**config.mk**
```make
export PLATFORM = sky130hd
export DESIGN_NAME = alu
export DESIGN_NICKNAME = d
export VERILOG_FILES = /design/src/rtl/alu.sv
export SDC_FILE = /design/constraint.sdc
export NUM_CORES = 1
export LEC_CHECK = 0
export CAP_MARGIN = 5
export CORE_UTILIZATION = 60
export DETAILED_ROUTE_END_ITERATION = 10
export GPL_ROUTABILITY_DRIVEN = 0
export GPL_TIMING_DRIVEN = 1
export PLACE_DENSITY = 0.83
export SLEW_MARGIN = 10
export SYNTH_ARGS = -nofsm -noshare
export SYNTH_HDL_FRONTEND = slang
export SYNTH_SLANG_ARGS = --single-unit
```
**constraint.sdc**
```tcl
create_clock -name clk -period 8.25 [get_ports clk]
set_input_delay 0.825 -clock clk [delete_from_list [all_inputs] [get_ports clk]]
set_output_delay 0.825 -clock clk [all_outputs]
set_load 0.01 [all_outputs]
```
**src/rtl/alu.sv**
```systemverilog
// Registered 8-bit ALU: 20 opcodes, carry/borrow chaining, status flags.
// Ports: clk, rst (sync, high), opcode, operand_A/B, enable, input_ready,
//   carry_in, borrow_in -> result_out, result_ready, carry_out,
//   borrow_out, zero, negative, overflow. Define ALU_ROTATE_EN for ROL/ROR.
module alu (
  input  logic       clk,
  input  logic       rst,
  input  logic [4:0] opcode,
  input  logic [7:0] operand_A,
  input  logic [7:0] operand_B,
  input  logic       enable,
  input  logic       input_ready,
  input  logic       carry_in,
  input  logic       borrow_in,
  output logic [7:0] result_out,
  output logic       result_ready,
  output logic       carry_out,
  output logic       borrow_out,
  output logic       zero,
  output logic       negative,
  output logic       overflow
);

  localparam logic [4:0] OP_ADD  = 5'd0;
  localparam logic [4:0] OP_ADC  = 5'd1;
  localparam logic [4:0] OP_SUB  = 5'd2;
  localparam logic [4:0] OP_SBB  = 5'd3;
  localparam logic [4:0] OP_AND  = 5'd4;
  localparam logic [4:0] OP_OR   = 5'd5;
  localparam logic [4:0] OP_XOR  = 5'd6;
  localparam logic [4:0] OP_NAND = 5'd7;
  localparam logic [4:0] OP_NOR  = 5'd8;
  localparam logic [4:0] OP_XNOR = 5'd9;
  localparam logic [4:0] OP_NOT  = 5'd10;
  localparam logic [4:0] OP_INC  = 5'd11;
  localparam logic [4:0] OP_DEC  = 5'd12;
  localparam logic [4:0] OP_SHL  = 5'd13;
  localparam logic [4:0] OP_SHR  = 5'd14;
  localparam logic [4:0] OP_SAR  = 5'd15;
`ifdef ALU_ROTATE_EN
  localparam logic [4:0] OP_ROL  = 5'd16;
  localparam logic [4:0] OP_ROR  = 5'd17;
`endif
  localparam logic [4:0] OP_NEG  = 5'd18;
  localparam logic [4:0] OP_CMP  = 5'd19;

  logic [7:0] a;
  logic [7:0] b;
  logic [8:0] wide;
  logic [7:0] val;
  logic       c_n;
  logic       b_n;
  logic       v_n;
  logic       legal;
  logic       accept;

  assign a = operand_A;
  assign b = operand_B;

  // Bit 8 of the 9-bit sum/difference is the carry or borrow.
  always_comb begin
    wide  = '0;
    val   = '0;
    c_n   = 1'b0;
    b_n   = 1'b0;
    v_n   = 1'b0;
    legal = 1'b1;
    case (opcode)
      OP_ADD: begin
        wide = {1'b0, a} + {1'b0, b};
        val  = wide[7:0];
        c_n  = wide[8];
        v_n  = (a[7] == b[7]) && (val[7] != a[7]);
      end
      OP_ADC: begin
        wide = {1'b0, a} + {1'b0, b}
             + {8'd0, carry_in};
        val  = wide[7:0];
        c_n  = wide[8];
        v_n  = (a[7] == b[7]) && (val[7] != a[7]);
      end
      OP_SUB, OP_CMP: begin
        wide = {1'b0, a} - {1'b0, b};
        val  = wide[7:0];
        b_n  = wide[8];
        v_n  = (a[7] != b[7]) && (val[7] != a[7]);
      end
      OP_SBB: begin
        wide = {1'b0, a} - {1'b0, b}
             - {8'd0, borrow_in};
        val  = wide[7:0];
        b_n  = wide[8];
        v_n  = (a[7] != b[7]) && (val[7] != a[7]);
      end
      OP_AND:  val = a & b;
      OP_OR:   val = a | b;
      OP_XOR:  val = a ^ b;
      OP_NAND: val = ~(a & b);
      OP_NOR:  val = ~(a | b);
      OP_XNOR: val = ~(a ^ b);
      OP_NOT:  val = ~a;
      OP_INC: begin
        wide = {1'b0, a} + 9'd1;
        val  = wide[7:0];
        c_n  = wide[8];
        v_n  = (a == 8'h7F);
      end
      OP_DEC: begin
        wide = {1'b0, a} - 9'd1;
        val  = wide[7:0];
        b_n  = wide[8];
        v_n  = (a == 8'h80);
      end
      OP_SHL: begin
        val = {a[6:0], 1'b0};
        c_n = a[7];
      end
      OP_SHR: begin
        val = {1'b0, a[7:1]};
        c_n = a[0];
      end
      OP_SAR: begin
        val = {a[7], a[7:1]};
        c_n = a[0];
      end
`ifdef ALU_ROTATE_EN
      OP_ROL: begin
        val = {a[6:0], a[7]};
        c_n = a[7];
      end
      OP_ROR: begin
        val = {a[0], a[7:1]};
        c_n = a[0];
      end
`endif
      OP_NEG: begin
        wide = 9'd0 - {1'b0, a};
        val  = wide[7:0];
        b_n  = wide[8];
        v_n  = (a == 8'h80);
      end
      default: legal = 1'b0;
    endcase
  end

  assign accept = enable & input_ready & legal;

  always_ff @(posedge clk) begin
    if (rst) begin
      result_out   <= '0;
      result_ready <= 1'b0;
      carry_out    <= 1'b0;
      borrow_out   <= 1'b0;
      zero         <= 1'b0;
      negative     <= 1'b0;
      overflow     <= 1'b0;
    end else begin
      result_ready <= accept;
      if (accept) begin
        // CMP updates flags only.
        if (opcode != OP_CMP)
          result_out <= val;
        carry_out  <= c_n;
        borrow_out <= b_n;
        zero       <= (val == 8'd0);
        negative   <= val[7];
        overflow   <= v_n;
      end
    end
  end

endmodule

```
### Word level (Yosys, flattened, before mapping)

Index checks and enable logic that the tools add are counted.

* $add $sub $neg: 7
* multipliers: 0
* divide/modulo/power cells: 0
* magnitude comparators: 0
* equality and inequality tests: 26
* shift-type cells: 0
* mux-type cells: 5
* bitwise gates (word level): 9
* reductions and logical operators: 11

Operators with widths (number)
* one-hot mux 8 bit (17 select lines): 1
* equality test 5 x 4 -> 1 bit, second input constant: 8
* NOT 8 bit: 4
* equality test 5 x 3 -> 1 bit, second input constant: 4
* OR reduction 18 bit: 1
* equality test 5 x 2 -> 1 bit, second input constant: 2
* equality test 5 bit, second input constant: 2
* adder 8 x 1 -> 9 bit, second input constant: 1
* adder 8 x 8 -> 9 bit: 1
* adder 9 x 1 -> 9 bit: 1
* subtractor 1 x 8 -> 9 bit, first input constant: 1
* subtractor 8 x 1 -> 9 bit, second input constant: 1
* subtractor 8 x 8 -> 9 bit: 1
* subtractor 9 x 1 -> 9 bit: 1
* bitwise AND 8 bit: 1
* equality test 8 x 7 -> 1 bit, second input constant: 1
* equality test 8 bit, second input constant: 1
* zero test 8 bit: 1
* OR 8 bit: 1
* bitwise XOR 8 bit: 1
* one-hot mux 1 bit (6 select lines): 1
* OR reduction 2 bit: 3
* equality test 5 x 1 -> 1 bit, second input constant: 1
* zero test 5 bit: 1
* other kinds (9): 17

* bits in registers: 14
* latch bits: 0
* memory bits (writable): 0
* bits in read-only memories: 0
* bits of input ports: 27
* output and inout port bits: 14
* memories kept: 0

### Logic depth before layout (Yosys ltp)

* depth in word-level cells: 5
* mapped depth: 13

### Worst setup path before layout

No wires, ideal clock.

* path type: input -> register
* start point: input operand_A[0]
* end point: register zero
* data arrival time: 3.348 ns
* data required time: 8.166 ns
* path slack: 4.818 ns
* stages: 12
* cells stage by stage: buf_6 -> inv_1 -> ha_1 -> fa_1 -> xor2_1 -> a2111oi_0 -> o211ai_1 -> nor3_2 -> xnor2_1 -> a211oi_4 -> inv_2 -> o31ai_2

* longest elaborated chain between the ends: 4

Ends and longest elaborated chain
* start: declaration: RTL line 9 `input logic [7:0] operand_A,`
* subtractor 8 x 8 -> 9 bit, or another cell as far along: RTL line 83, 89
* subtractor 9 x 1 -> 9 bit, or another cell as far along: RTL line 90 `- {8'd0, borrow_in};`
* one-hot mux 8 bit (17 select lines) *: RTL line 68 `case (opcode)`
* zero test 8 bit *: RTL line 165 `zero <= (val == 8'd0);`
* end signal: assignment: RTL line 165
* end: declaration: RTL line 19 `output logic zero,`

Mark *: on every way between the ends. The rest lies on a longest branch, timed or not.
A chain may end at the register's enable or synchronous reset.

### Worst setup path in the final report

* start point: input operand_A[0]
* end point: register overflow

* longest elaborated chain between the ends: 5

Ends and longest elaborated chain
* subtractor 8 x 8 -> 9 bit or adder 8 x 8 -> 9 bit (tied branches)
* subtractor 9 x 1 -> 9 bit or adder 9 x 1 -> 9 bit (tied branches): RTL line 90, 77
* inequality test 1 bit (on tied branches): RTL line 93, 80
* logical AND 1 bit (on tied branches): RTL line 93, 80
* one-hot mux 1 bit (6 select lines) *: RTL line 68
* end signal: assignment: RTL line 167 `overflow <= v_n;`
* end: declaration: RTL line 21 `output logic overflow`

Marked as above.

==> results.ini <==
[floorplanning]
core_region_area_um2 = 5642
design.die.area_um2 = 6277
die_h_um = 79.23
die_w_um = 79.23
floorplan.initialDensity_pct = 63.43
pin_count = 41
fp-row-count = 27

[placed_design]
dpl_worst_slack_ns = 3.522
post-dp-hpwl_mm = 9.000
placement.io_buffers = 40

[global_routing]
grt_max_degree = 44
overflow = 0
antenna_found_initial = 0
grt_util_all_layers_pct = 37.89
first_global_vias = 3563
grt_pass1_wl_mm = 18.42

[hold_path]
hp-class = reg2reg
worstHoldPathCells = 2
hp-start = carry_out

[run]
maxCapViolations = 0

[worst_setup_path]
crit_required_ns = 8.39
path_max_fanout = 13
worst_setup_path_end_kind = flip-flop
rr_startpoint = result_out[3]
crit_path_start_kind = primary input
setup.worst_path.start = operand_A[0]
crit_arrival_ns = 4.73
timing.reg2reg.worst_path_depth = 2
criticalPathCategory = in2reg

[synthesis]
synth.distinct_cells = 88
synth.cell_area_um2 = 3578
synth.top_cells.by_area = sky130_fd_sc_hd__ha_1, sky130_fd_sc_hd__dfxtp_1, sky130_fd_sc_hd__nor2_1
ys.flop_type = sky130_fd_sc_hd__dfxtp_1
synthDominantCellAreaShare_pct = 10.84
netlist_instances = 498
synth.yosys.seq_area_share_pct = 7.832
synth.most_common_cell = sky130_fd_sc_hd__nor2_1
ys_ff_latch = 14
async_reset_ff_share_pct = 0
synth_nets = 558
syn-mean-instance-area_um2 = 7.186
synth.cells.most_frequent = sky130_fd_sc_hd__nor2_1, sky130_fd_sc_hd__nand2_1, sky130_fd_sc_hd__ha_1, sky130_fd_sc_hd__inv_1, sky130_fd_sc_hd__a21oi_1
ys.warnings.count = 0
synth-edff-count = 0
synth.largest_area_cell = sky130_fd_sc_hd__ha_1

[clock_tree]
cts-root-to-sink-buffers = 2
cts.htree.levels = 1
clk_latency_ns = 0.25
path_clk_slew_ns = 0.06
root_buffer = sky130_fd_sc_hd__clkbuf_8
clock_sinks = 14
post_cts_hold_buffer_count = 0
cts-resized-gates = 0
post-cts-setup-buffers = 0
cts_buffers = 3
tritoncts = done

[power]
power.leakage_nw = 1.414
sw_frac_of_total_pct = 45.22
p_seq_share_pct = 19.7
peakVddDrop_v = 0.00007640
cellInternalPower_mw = 0.2009
switchingPower_mw = 0.1658
p_clk_share_pct = 18.8
combinationalPowerShare_pct = 61.5
power.density_nw_per_um2 = 92.51

[timing]
relSlewSlack_pct = 40.08
final_min_period_ns = 4.590
setup_viol = 0
timing.clock.skew_ns = 0
grt_setup_unrepaired = no
timing.final.hold_violations = 0
final_report_max_slew_violation_count = 0
final.setup.tns_ns = 0
final_min_period_over_clock_period_pct = 55.64
worst_pin_slew_ns = 0.8762
maximum_frequency_from_static_timing_analysis_mhz = 217.8
setup_slack_ns = 3.660

[final_layout]
post_layout_utilization_of_the_core_pct = 70.26
syn_to_final_growth_pct = 10.77
nets = 569
antennaDiodeCount = 0
fillerInstances = 496
drive_gt1_share_pct = 6.102

[outcome]
run_status = finished clean

[route]
routed_wl_mm = 11.80
wl_per_cell_um = 20.35
via_per_inst = 7.222
drt_first_iter_violations = 561
postRouteAntennaNets = 0
via_count = 4189
detail_route.first_pass.iterations = 6
post-route-drc-count = 0

[worst paths after layout]
kind | endpoint | slack (ns)
hold reg to reg | carry_out | 0.46
setup / recovery | overflow | 3.66
hold / removal | carry_out | 0.46
setup reg to reg | result_out[3] | 7.48
[registers in the layout (all words and copies together), names as in the netlist]
signal / cells
result_out: 8
overflow: 1
zero: 1
negative: 1
carry_out: 1
result_ready: 1
borrow_out: 1
[critical path: stages]
cell and delay, ns:
sky130_fd_sc_hd__clkdlybuf4s50_1 0.77, sky130_fd_sc_hd__inv_1 0.20, sky130_fd_sc_hd__ha_1 0.29, sky130_fd_sc_hd__fa_1 0.50, sky130_fd_sc_hd__xor2_1 0.22, sky130_fd_sc_hd__a2111oi_0 0.62
sky130_fd_sc_hd__o211ai_1 0.32, sky130_fd_sc_hd__nor3_2 0.27, sky130_fd_sc_hd__a211oi_1 0.12, sky130_fd_sc_hd__a31oi_1 0.21, sky130_fd_sc_hd__o211ai_1 0.11, sky130_fd_sc_hd__a32o_1 0.27
[kinds of logic after synthesis]
kind of cell / share of synthesized area, %
AO/OA/AOI/OAI: 31.01
XOR/XNOR: 5.595
adder cells (fa/ha/maj): 12.24
buffers and inverters: 7.832
flip-flops: 7.832
multiplexers: 2.378
AND/OR/NAND/NOR: 33.11
[layer usage]
metal / global-route usage (%) / up-vias / share of wire, % / wire, um
li1: - / 1905 / - / -
met1: 50.93 / 1922 / 40 / 4712
met2: 58.62 / 310 / 43 / 5040
met3: 8.161 / 52 / 13 / 1548
met4: 14.36 / 0 / 4.3 / 502
met5: 0 / - / 0 / 0
[layout make-up]
cell class                      instances  area [um2]  area share, %
Clock buffer                            4       55.05          1.389
Inverter                               28       105.1          2.652
Multi-Input combinational cell        420        3018          76.14
Sequential cell                        14       280.3          7.071
Tap cell                               72       90.09          2.273
Timing Repair Buffer                   42       415.4          10.48
[placed cells by master (no fill, tap or decap), types with 15 or more instances in the layout]
master	n
sky130_fd_sc_hd__nor2_1	47
sky130_fd_sc_hd__clkdlybuf4s50_1	40
sky130_fd_sc_hd__nand2_1	39
sky130_fd_sc_hd__ha_1	31
sky130_fd_sc_hd__inv_1	24
sky130_fd_sc_hd__a21oi_1	20
sky130_fd_sc_hd__nand3_1	18
sky130_fd_sc_hd__o21ai_0	16
sky130_fd_sc_hd__xnor2_1	15
[through the flow]
stage	area (um2)	hold WS [ns]	cells	total power [mW]
after floorplan	3578	0.4805	498	0.2284
after global placement	3909	0.4482	576	0.2848
after detailed placement	3909	0.4494	576	0.2894
after CTS	3964	0.4577	580	0.3581
after global routing	3964	0.4739	580	0.3860
final	3964	0.4580	580	0.3667
[power by group through the flow]
stage	Clock (mW)	Combinational, mW	Sequential [mW]
after global placement	0	0.211	0.0734
final	0.0690	0.226	0.0721
after global routing	0.0738	0.240	0.0724
after CTS	0.0686	0.217	0.0721
after detailed placement	0	0.216	0.0736
after floorplan	0	0.153	0.0750
No activity file was read; power rests on OpenSTA's default activity.
==> edit 1: new RTL, config.mk and constraints unchanged <==
Remove the case item `OP_ADD` of the case on `opcode`.
--- a/src/rtl/alu.sv
+++ b/src/rtl/alu.sv
@@ -66,12 +66,6 @@
     v_n   = 1'b0;
     legal = 1'b1;
     case (opcode)
-      OP_ADD: begin
-        wide = {1'b0, a} + {1'b0, b};
-        val  = wide[7:0];
-        c_n  = wide[8];
-        v_n  = (a[7] == b[7]) && (val[7] != a[7]);
-      end
       OP_ADC: begin
         wide = {1'b0, a} + {1'b0, b}
              + {8'd0, carry_in};
Check against the original RTL: not equivalent (a bounded check fails within 4 cycles, from zero or initial values and one cycle with rst high).
==> edit 1 against the unedited design <==
- synthesized area down 12%
- cell count down 12%
- cell area down 10%
- count of clock-buffer cells in the layout unchanged
- total power down 10%
- wire length down 18%
- critical path depth up 1
- setup slack better by 0.32 ns
- sequential cell count unchanged
- global-route usage down 1.2 points
- non-clock buffer count unchanged
- critical path type unchanged
==> edit 1: results (changes against the unedited design) <==
status finished clean (unchanged); multi-input gates 360 (was 420); Layout clock area frac 1.55% (was 1.39%); # fillers 457 (was 496); Leak 1.35 nW (was 1.41 nW); first-pass GRT wire length 15.7 mm (was 18.4 mm); biggest cell delay along the critical path 0.83 ns (was 0.77 ns); Post-Syn Nets 487 (was 558); starting DRC count in detailed routing 408 (was 561); sequential area share after synthesis 8.86% (was 7.83%); Final nets 502 (was 569); final core occ 70.1% (was 70.3%); Tapcells 70 (was 72); Initial DRT Pass Iterations 5 (was 6); Routed WL 9.70 mm (was 11.8 mm); Psw 136 uW (was 166 uW); number of global-route vias before repair 3232 (was 3563); CP delay by family, top simple AND/OR/NAND/NOR gates (was compound AO/OA/AOI/OAI gates); path depth of the worst reg2reg path 4 (was 2); wire per inst 18.9 um (was 20.4 um); share of layout cells above drive strength 1 6.55% (was 6.10%); Synth area leaders ha_1, dfxtp_1, nor2_1 (unchanged); Synth top cells by count nor2_1, nand2_1, ha_1, inv_1, nand3_1 (was nor2_1, nand2_1, ha_1, inv_1, a21oi_1); inverters 23 (was 28); Netlist cell types 82 (was 88); Worst EP arrival 4.44 ns (was 4.73 ns); dpl ws 3.89 ns (was 3.52 ns); DP Area 0.00350 mm^2 (was 0.00391 mm^2); DP Wirelength 7.31 mm (was 9.00 mm); Total GRT Usage 36.7% (was 37.9%); non-clk buf share 11.7% (was 10.5%)
## edit 1: changes by cell type after synthesis, moves of 7 or more
cell       change
nand2_1        -9
a2111oi_0      -7
buf_2          -7
a211o_1        -8
buf_4          +7
nor2_1         -7
## edit 1: final timing paths
| check | slack (ns) | startpoint | end |
|---|---|---|---|
| setup reg to reg | 7.41 | overflow$_SDFFE_PP0P_ | overflow$_SDFFE_PP0P_ |
| hold / removal | 0.47 | zero$_SDFFE_PP0P_ | zero$_SDFFE_PP0P_ |
| setup / recovery | 3.98 | operand_A[0] | zero$_SDFFE_PP0P_ |
| hold reg to reg | 0.47 | zero$_SDFFE_PP0P_ | zero$_SDFFE_PP0P_ |
## edit 1: cell families (layout without fill, tap and decap cells)
kind of cell | count (synthesis) | after routing | share of synthesized area, %
and+or+nand+nor | 183 | 183 | 32.8
adders and majority gates | 32 | 32 | 13.3
AOI/OAI and AO/OA | 111 | 111 | 26.7
xor gates and xnor gates | 23 | 23 | 6.85
muxes | 11 | 11 | 3.52
DFF | 14 | 14 | 8.86
buffers and inverters | 55 | 69 | 7.99
## edit 1: worst min-delay path, stage by stage, from the launching register on
cell     delay [ns]
dfxtp_1        0.31
nand2_1        0.07
o21ai_2        0.05
## edit 1: power groups by stage
stage	clock [mW]	sequential [mW]	combinational (mW)
floorplan	0	0.0751	0.135
detailed placement	0	0.0736	0.186
global route	0.0688	0.0725	0.208
CTS	0.0648	0.0723	0.187
global placement	0	0.0735	0.182
finish	0.0653	0.0722	0.192
## edit 1: metal layers
layer	GRT usage [%]	up-vias	share of wire (%)
met5	0	-	0
met2	60.2	259	46
met1	48.6	1647	41
met3	4.34	48	10
li1	-	1628	-
met4	15.1	0	3.5
==> edit 2: new RTL, config.mk and constraints unchanged <==
Without the edit above. The option `ALU_ROTATE_EN` is turned on by a define.
--- a/src/rtl/alu.sv
+++ b/src/rtl/alu.sv
@@ -2,6 +2,8 @@
 // Ports: clk, rst (sync, high), opcode, operand_A/B, enable, input_ready,
 //   carry_in, borrow_in -> result_out, result_ready, carry_out,
 //   borrow_out, zero, negative, overflow. Define ALU_ROTATE_EN for ROL/ROR.
+`define ALU_ROTATE_EN
+
 module alu (
   input  logic       clk,
   input  logic       rst,
Formal check against the unedited RTL: not equivalent (Yosys sat finds a counterexample within 4 cycles, from zero or initial values and one cycle with rst high).
==> edit 2 against the unedited design <==
- maximum frequency is 3.4% lower
- count of clock-buffer cells in the layout unchanged
- sequential cell count unchanged
- synthesized area is 1.3% lower
- setup slack lost 0.16 ns
- clock power down 2%
- non-clock buffer count is the same
- wire length grew 1.1%
- cell area shrank 2.0%
- total power grew 2.4%
- critical endpoint is now result_out[7]$_SDFFE_PP0P_
- largest cell class unchanged
==> edit 2: results (changes against the unedited design) <==
vias per cell 7.24 (was 7.22); Hold Path End overflow$_SDFFE_PP0P_ (was carry_out$_SDFFE_PP0P_); DP Wirelength 8.95 mm (was 9.00 mm); top-area cell type share of the netlist area 10.6% (was 10.8%); gr ovfl total 0 (unchanged); worst vdd ir 0.0873 mV (was 0.0764 mV); Total GRT Usage 38.9% (was 37.9%); Synth area leaders ha_1, dfxtp_1, xnor2_1 (was ha_1, dfxtp_1, nor2_1); largest net degree at the start of global routing 34 (was 44); Final nets 541 (was 569); first-pass GRT wire length 18.6 mm (was 18.4 mm); max-cap violations 0 (unchanged); Synth top cells by count nor2_1, ha_1, inv_1, nand2_1, o21ai_0 (was nor2_1, nand2_1, ha_1, inv_1, a21oi_1); most common flop cell mapped by yosys dfxtp_1 (unchanged); reg-to-reg endpoint result_out[2]$_SDFFE_PP0P_ (was result_out[3]$_SDFFE_PP0P_); wire per inst 21.6 um (was 20.4 um); starting DRC count in detailed routing 659 (was 561); Worst EP arrival 4.84 ns (was 4.73 ns); Leak 1.41 nW (about the same); Max-slew headroom 37.4% (was 40.1%); yosys warns 0 (unchanged); Met3 Routed Length 1.55 mm (about the same); status finished clean (unchanged); Netlist cell types 93 (was 88); Slowest-stage cell, CP clkdlybuf4s50_1 (unchanged); Hold Startpoint overflow$_SDFFE_PP0P_ (was carry_out$_SDFFE_PP0P_); met1 WL 4.67 mm (was 4.71 mm); sequential area share after synthesis 7.94% (was 7.83%); number of global-route vias before repair 3681 (was 3563); crit-path max FO 11 (was 13); Initial DRT Pass Iterations 5 (was 6); Post-Syn Nets 527 (was 558); DP Area 0.00383 mm^2 (was 0.00391 mm^2); flop-to-flop setup slack 7.38 ns (was 7.48 ns); share of layout cells above drive strength 1 8.94% (was 6.10%); post-CTS resize count 0 (unchanged); metal2 WL 5.11 mm (was 5.04 mm); biggest cell delay along the critical path 0.90 ns (was 0.77 ns); worst reg2reg path startpoint result_out[2]$_SDFFE_PP0P_ (was result_out[3]$_SDFFE_PP0P_)
-- edit 2: cell count changes after synthesis, moves of 6 or more --
cell | unedited run | this run
buf_4 | 0 | 6
inv_1 | 24 | 30
clkbuf_1 | 14 | 6
nand2_1 | 39 | 21
a2111oi_0 | 7 | 1
o211ai_1 | 10 | 4
-- edit 2: worst max-delay path by stage --
stage / startpoint / end / cells past startpoint
after detailed placement: operand_A[4] / result_out[7]$_SDFFE_PP0P_ / 11
after CTS: operand_A[4] / result_out[7]$_SDFFE_PP0P_ / 11
after global routing: operand_A[4] / result_out[7]$_SDFFE_PP0P_ / 11
after floorplan: operand_A[0] / result_out[6]$_SDFFE_PP0P_ / 12
after global placement: operand_A[4] / result_out[7]$_SDFFE_PP0P_ / 11
final: operand_A[4] / result_out[7]$_SDFFE_PP0P_ / 11
-- edit 2: metal layers --
metal | GRT usage [%] | vias to the layer above
li1 | - | 1782
met1 | 50.0 | 1822
met2 | 59.9 | 327
met3 | 11.7 | 70
met4 | 16.3 | 0
met5 | 0 | -
-- edit 2: logic make-up after synthesis --
logic type,Yosys count,share of synthesized area (%)
AO/OA/AOI/OAI,138,30.4
XOR/XNOR,28,7.97
adder cells (fa/ha/maj),32,11.8
multiplexers,7,2.06
flip-flops,14,7.94
buffers and inverters,63,9.04
AND/OR/NAND/NOR,186,30.8
-- edit 2: layout make-up --
cell class | instances | area [um^2]
Inverter | 30 | 113
Fill cell | 497 | 1690
Timing Repair Buffer | 42 | 415
Clock buffer | 4 | 55.1
Sequential cell | 14 | 280
Multi-Input combinational cell | 391 | 2930
Tap cell | 72 | 90.1
-- edit 2: report_power, final --
part           switching (mW)  internal, mW  leakage (nW)  total (mW)
combinational           0.142        0.0930          1.27       0.235
sequential            0.00167        0.0713         0.114      0.0729
clock                  0.0255        0.0424        0.0288      0.0678
total                   0.169         0.207          1.41       0.375
-- edit 2: worst max-delay path, delay by kind of cell --
kind	cells	cell delay (ns)
AO/OA/AOI/OAI	3	0.87
buffers and inverters	3	1.42
XOR/XNOR	1	0.17
AND/OR/NAND/NOR	3	0.89
adder cells (fa/ha/maj)	1	0.64
-- edit 2: metrics by stage --
step                instances  setup slack (ns)  hold slack (ns)
floorplan                 468              4.88            0.481
global placement          549              3.53            0.447
detailed placement        549              3.44            0.450
CTS                       553              3.71            0.458
global route              553              3.32            0.482
finish                    553              3.50            0.454
